[src/rtl/sys_tx_fifo.sv]
// sys_tx_fifo: sys-bus DATA/STATUS/CTRL registers feeding a first-word-fall-through FIFO drained by a valid/ready stream
module sys_tx_fifo #(
    parameter logic [31:0] BASE_ADDR  = 32'hFFFF0000,
    parameter int          DEPTH_LOG2 = 4
) (
    input  logic        clk,
    input  logic        rst,
    input  logic        sysw,
    input  logic [31:0] syswa,
    input  logic [31:0] syswl,
    input  logic        sys_read,
    input  logic [31:0] sys_r_addr,
    output logic [31:0] sys_r_line,
    output logic        sys_hit,
    output logic [31:0] out_data,
    output logic        out_valid,
    input  logic        out_ready
);
    localparam int DEPTH = 1 << DEPTH_LOG2;
    localparam logic [DEPTH_LOG2-1:0] PTR_ONE  = 1;
    localparam logic [DEPTH_LOG2:0]   CNT_ONE  = 1;
    localparam logic [DEPTH_LOG2:0]   CNT_FULL = (DEPTH_LOG2+1)'(DEPTH);

    logic [31:0]           mem_q [DEPTH];
    logic [DEPTH_LOG2-1:0] wr_ptr_q, wr_ptr_d, rd_ptr_q, rd_ptr_d;
    logic [DEPTH_LOG2:0]   count_q, count_d;
    logic                  ovf_q, ovf_d;
    logic [31:0]           sys_r_line_q, sys_r_line_d;
    logic                  sys_hit_q, sys_hit_d;
    logic                  wr_data, wr_ctrl, full, empty, pop, push, flush, hit_addr;
    logic [31:0]           status;

    assign wr_data   = sysw && syswa == BASE_ADDR;
    assign wr_ctrl   = sysw && syswa == BASE_ADDR + 32'd8;
    assign full      = count_q == CNT_FULL;
    assign empty     = count_q == '0;
    assign pop       = !empty && out_ready;
    // A pop in the same cycle frees the slot, so a full FIFO still accepts the push
    assign push      = wr_data && (!full || pop);
    assign flush     = wr_ctrl && syswl[0];
    assign status    = {16'b0, 8'(count_q), 5'b0, ovf_q, full, empty};
    assign hit_addr  = sys_r_addr == BASE_ADDR || sys_r_addr == BASE_ADDR + 32'd4 ||
                       sys_r_addr == BASE_ADDR + 32'd8;
    assign out_valid = !empty;
    assign out_data  = mem_q[rd_ptr_q];
    assign sys_r_line = sys_r_line_q;
    assign sys_hit    = sys_hit_q;

    always_comb begin
        wr_ptr_d = flush ? '0 : push ? wr_ptr_q + PTR_ONE : wr_ptr_q;
        rd_ptr_d = flush ? '0 : pop ? rd_ptr_q + PTR_ONE : rd_ptr_q;
        count_d  = flush ? '0 : (push && !pop) ? count_q + CNT_ONE :
                   (pop && !push) ? count_q - CNT_ONE : count_q;
        ovf_d    = (wr_ctrl && syswl[1]) ? 1'b0 : (wr_data && full && !pop) ? 1'b1 : ovf_q;
        sys_hit_d    = sys_read && hit_addr;
        sys_r_line_d = (sys_read && sys_r_addr == BASE_ADDR + 32'd4) ? status : 32'h0;
    end

    always_ff @(posedge clk) begin
        if (!rst) begin
            wr_ptr_q     <= '0;
            rd_ptr_q     <= '0;
            count_q      <= '0;
            ovf_q        <= 1'b0;
            sys_r_line_q <= 32'h0;
            sys_hit_q    <= 1'b0;
        end else begin
            wr_ptr_q     <= wr_ptr_d;
            rd_ptr_q     <= rd_ptr_d;
            count_q      <= count_d;
            ovf_q        <= ovf_d;
            sys_r_line_q <= sys_r_line_d;
            sys_hit_q    <= sys_hit_d;
        end
    end

    always_ff @(posedge clk) begin
        if (rst && push)
            mem_q[wr_ptr_q] <= syswl;
    end
endmodule
[config.mk]
export PLATFORM = sky130hd
export DESIGN_NAME = sys_tx_fifo
export DESIGN_NICKNAME = d
export VERILOG_FILES = /design/src/rtl/sys_tx_fifo.sv
export SDC_FILE = /design/constraint.sdc
export NUM_CORES = 1
export LEC_CHECK = 0
export CORE_MARGIN = 2
export CORE_UTILIZATION = 50
export DETAILED_ROUTE_END_ITERATION = 8
export GPL_TIMING_DRIVEN = 0
export PLACE_DENSITY = 0.7
export SYNTH_ARGS = -nofsm -noshare
export SYNTH_HDL_FRONTEND = slang
export SYNTH_SLANG_ARGS = --single-unit
export TNS_END_PERCENT = 100
[constraint.sdc]
create_clock -name clk -period 3.5 [get_ports clk]
set_input_delay 0.7 -clock clk [delete_from_list [all_inputs] [get_ports clk]]
set_output_delay 0.7 -clock clk [all_outputs]
set_load 0.005 [all_outputs]
==> impl_metrics.json, run 1 <==
{
  "p_sw_uw": 2320,
  "fp-row-count": 75,
  "syn_area_um2": 21200,
  "drc_errors": 0,
  "n_fill_cell": 2900,
  "yosysWarnings": 0,
  "drv_slew": 0,
  "cp_top_family": "multiplexers",
  "hp-class": "reg2reg",
  "htree_levels": 2,
  "clk_pin_slew_ns": 0.06,
  "die_h_um": 210,
  "tightest_slew_ns": 0.964,
  "max-clock-path-buffers": 3,
  "fin_ws_ns": -0.0397,
  "max_freq_mhz": 283,
  "ys_ff_latch": 539,
  "area_growth_pct": 21.1,
  "antenna_found_initial": 0,
  "cts_tree": "yes",
  "yosysTopAreaCell": "edfxtp_1",
  "io_buffers": 141,
  "yosysTopAreaCellShare_pct": 72.6,
  "p_int_uw": 10000,
  "drive_above_1_share_pct": 26.5,
  "grt_pass1_wl_um": 67300,
  "status": "finished, violations left",
  "synth.avg_cell_area_um2": 23.4,
  "whs_ns": 0.471,
  "dpl-instance-area_um2": 23700,
  "cp_slowest_cell": "mux4_1",
  "power_density_nw_per_um2": 481,
  "detail_route.iter0.violations": 905,
  "cts_hold_buf": 0,
  "crit_required_ns": 2.80,
  "dp_hpwl_um": 28000,
  "via_per_inst": 5.93,
  "drt-total-wl_um": 45900,
  "ir_drop_mv": 0.397,
  "synth_cell_types": 51,
  "pin_count": 167,
  "combPwrFrac_pct": 1.9,
  "die_area_um2": 44000,
  "setup_viol": 6,
  "design_area_um2": 25700,
  "cts_root_buf": "clkbuf_16",
  "synthFlopType": "edfxtp_1",
  "cts_made_buffers": 53,
  "nets": 1283,
  "path_buf_inv": 3,
  "dp.cells": 1623,
  "synth_edf_count": 512,
  "diodes": 0,
  "synth_area_leaders": "edfxtp_1, mux4_2, mux4_1",
  "power_frac_clock_pct": 40.9,
  "clkLatencyLatePin_ns": 0.58,
  "crit_chain": "clkbuf_16 > buf_12 > mux4_1 > mux4_2 > clkdlybuf4s50_1",
  "endpoint_kind": "output pin",
  "first_global_vias": 10600,
  "p_leak_uw": 0.00832,
  "grt_start_max_net_pins": 27,
  "async_flop_share_pct": 0,
  "ys_seq_area_share_pct": 75.1,
  "finalHoldViolCount": 0,
  "rsz0062_at_grt": "yes",
  "core_area_um2": 41900,
  "skew_ns": 0.0155,
  "crit_type": "reg2out",
  "swShare_pct": 18.8,
  "place.gp.congestion": 0.753,
  "critPathMaxStageDelay_ns": 0.55,
  "vias": 10300,
  "layoutNonFillerInstCount": 1745,
  "startpoint_type": "register",
  "fin_crit_ns": 3.54,
  "setup_tns_ns": -0.132,
  "die_w_um": 210,
  "slew_headroom_pct": 35.7,
  "fin_crit_sh_pct": 101,
  "seqPwrFrac_pct": 57.1,
  "cts.sinks": 539,
  "ant_nets": 0,
  "grt_overflow": 0,
  "pre_cts_ws_ns": -0.344,
  "max-cap-violations": 0,
  "initial_core_util_pct": 50.6,
  "worstPathArrival_ns": 2.84,
  "dr.pass1.iters": 6,
  "worstPathMaxFanout": 10,
  "grt.total_usage_pct": 21.3,
  "netlist_instances": 904,
  "routedWlPerCell_um": 26.3,
  "r2r_slack_ns": 0.51,
  "violations": "negative setup slack"
}
-- final timing paths --
path,startpoint,endpoint,cells after the start
worst max-delay path,register,out_data[13],5
worst min-delay path,ovf_q$_SDFFE_PP0P_,sys_r_line[2]$_SDFF_PN0_,1
worst min register to register,ovf_q$_SDFFE_PP0P_,sys_r_line[2]$_SDFF_PN0_,1
worst max register to register,count_q[0]$_SDFFE_PP0P_,count_q[3]$_SDFFE_PP0P_,12
-- power groups by stage --
stage	logic [uW]	registers [uW]	clock network (uW)
2_1_floorplan	39.7	7190	0
3_3_place_gp	225	7190	0
3_5_place_dp	235	7190	0
4_1_cts	236	7050	5150
5_1_grt	257	7050	5390
6_report	236	7050	5050
-- registers in the layout (all words and copies together) (netlist names), named ones only --
signal and flops:
wr_ptr_q 4, ovf_q 1, sys_r_line 8, count_q 5, sys_hit 1, mem_q 512, rd_ptr_q 4
-- stage by stage --
step / total power [uW] / utilization [%]
6_report: 12300 / 61.3
5_1_grt: 12700 / 61.3
4_1_cts: 12400 / 60.6
3_5_place_dp: 7420 / 56.7
3_3_place_gp: 7410 / 55.8
2_1_floorplan: 7230 / -
-- per-layer routing --
layer | vias up | GRT usage [%] | wire length (um)
met3 | 62 | 3.86 | 2970
met1 | 5446 | 29.6 | 19100
met2 | 418 | 35.8 | 23100
met4 | 0 | 4.60 | 777
met5 | - | 0 | 0
li1 | 4414 | - | -
-- layout by cell type, fill, tap and decap left out, types with 21 or more instances in the layout --
| cell type | netlist | layout |
|---|---|---|
| mux4_2 | 110 | 122 |
| clkbuf_1 | 16 | 21 |
| edfxtp_1 | 512 | 512 |
| buf_4 | 25 | 65 |
| dfxtp_1 | 27 | 26 |
| clkbuf_16 | 0 | 54 |
| mux4_1 | 50 | 38 |
| clkdlybuf4s50_1 | 0 | 117 |
| buf_12 | 0 | 27 |
| conb_1 | 1 | 24 |
-- cell type report --
type / instances / area (um^2) / share of cell area, %
clock buffers: 71 / 1400 / 5.47
inverters: 6 / 22.5 / 0.0877
repair buffers: 190 / 2040 / 7.93
clock inverters: 18 / 103 / 0.400
well taps: 539 / 674 / 2.63
multi-input cells: 319 / 4850 / 18.9
plain buffers: 63 / 657 / 2.56
flip-flops and latches: 539 / 15900 / 62.0
-- kinds of logic (layout without fill, tap and decap cells) --
kind of cell | Yosys count | count (layout) | synth area share, %
buffers and inverters | 69 | 348 | 2.28
xor gates and xnor gates | 5 | 5 | 0.207
other | 1 | 24 | 0.0177
adders and majority gates | 10 | 10 | 0.626
DFF | 539 | 539 | 75.1
and+or+nand+nor | 93 | 93 | 2.80
AOI/OAI and AO/OA | 25 | 25 | 0.968
muxes | 162 | 162 | 18.0
-- synthesized netlist by cell type (2+ instances only) --
cell type	n
dfxtp_1	27
nor4b_1	4
nor2_1	12
o211ai_1	2
or4_1	3
edfxtp_1	512
buf_2	4
mux4_2	110
a21oi_1	5
a21o_1	2
a211oi_1	4
xor2_1	4
mux2i_1	2
buf_1	2
buf_8	3
buf_4	25
o32ai_1	3
o21ai_0	2
nand2_1	6
buf_6	12
inv_1	6
mux4_1	50
and2_1	7
nand3_1	4
nand4_1	13
nand2b_1	2
ha_1	9
nor2b_1	3
nor4_1	9
nor3b_1	3
or4_4	2
and3_1	18
clkbuf_1	16
-- repair_timing --
item | CTS | global route
pin swaps | 0 | 2
setup endpoints to repair | 32 | 25
setup buffers | 0 | 32
resized for setup | 69 | 39
gates cloned | 0 | 1
-- worst reg2reg max path, stage by stage (launching register included) --
cell and delay (ns):
dfxtp_1 0.36, or4_1 0.56, buf_6 0.17, o21bai_4 0.21, nor3_4 0.10, buf_4 0.18, ha_1 0.21, inv_1 0.17
ha_1 0.26, a21o_1 0.17, a21oi_1 0.17, nor3b_1 0.07, nor4_1 0.26
Power figures use the tool's default switching activity.
==> run 2: changes to the inputs <==
--- a/config.mk
+++ b/config.mk
@@ -5,9 +5,12 @@
 export SDC_FILE = /design/constraint.sdc
 export NUM_CORES = 1
 export LEC_CHECK = 0
+export ABC_CLOCK_PERIOD_IN_PS = 3500
 export CORE_MARGIN = 2
 export CORE_UTILIZATION = 50
+export CTS_CLUSTER_SIZE = 24
 export DETAILED_ROUTE_END_ITERATION = 8
+export GPL_ROUTABILITY_DRIVEN = 0
 export GPL_TIMING_DRIVEN = 0
 export PLACE_DENSITY = 0.7
 export SYNTH_ARGS = -nofsm -noshare
==> results of run 2 <==
The final DEF is identical to that of run 1; final timing and power are the same.
==> run 3: changes to the inputs <==
--- a/config.mk
+++ b/config.mk
@@ -12,6 +12,7 @@
 export DETAILED_ROUTE_END_ITERATION = 8
 export GPL_ROUTABILITY_DRIVEN = 0
 export GPL_TIMING_DRIVEN = 0
+export HOLD_SLACK_MARGIN = 0.1
 export PLACE_DENSITY = 0.7
 export SYNTH_ARGS = -nofsm -noshare
 export SYNTH_HDL_FRONTEND = slang
==> results of run 3 <==
The final DEF is identical to that of run 1; final timing and power are the same.
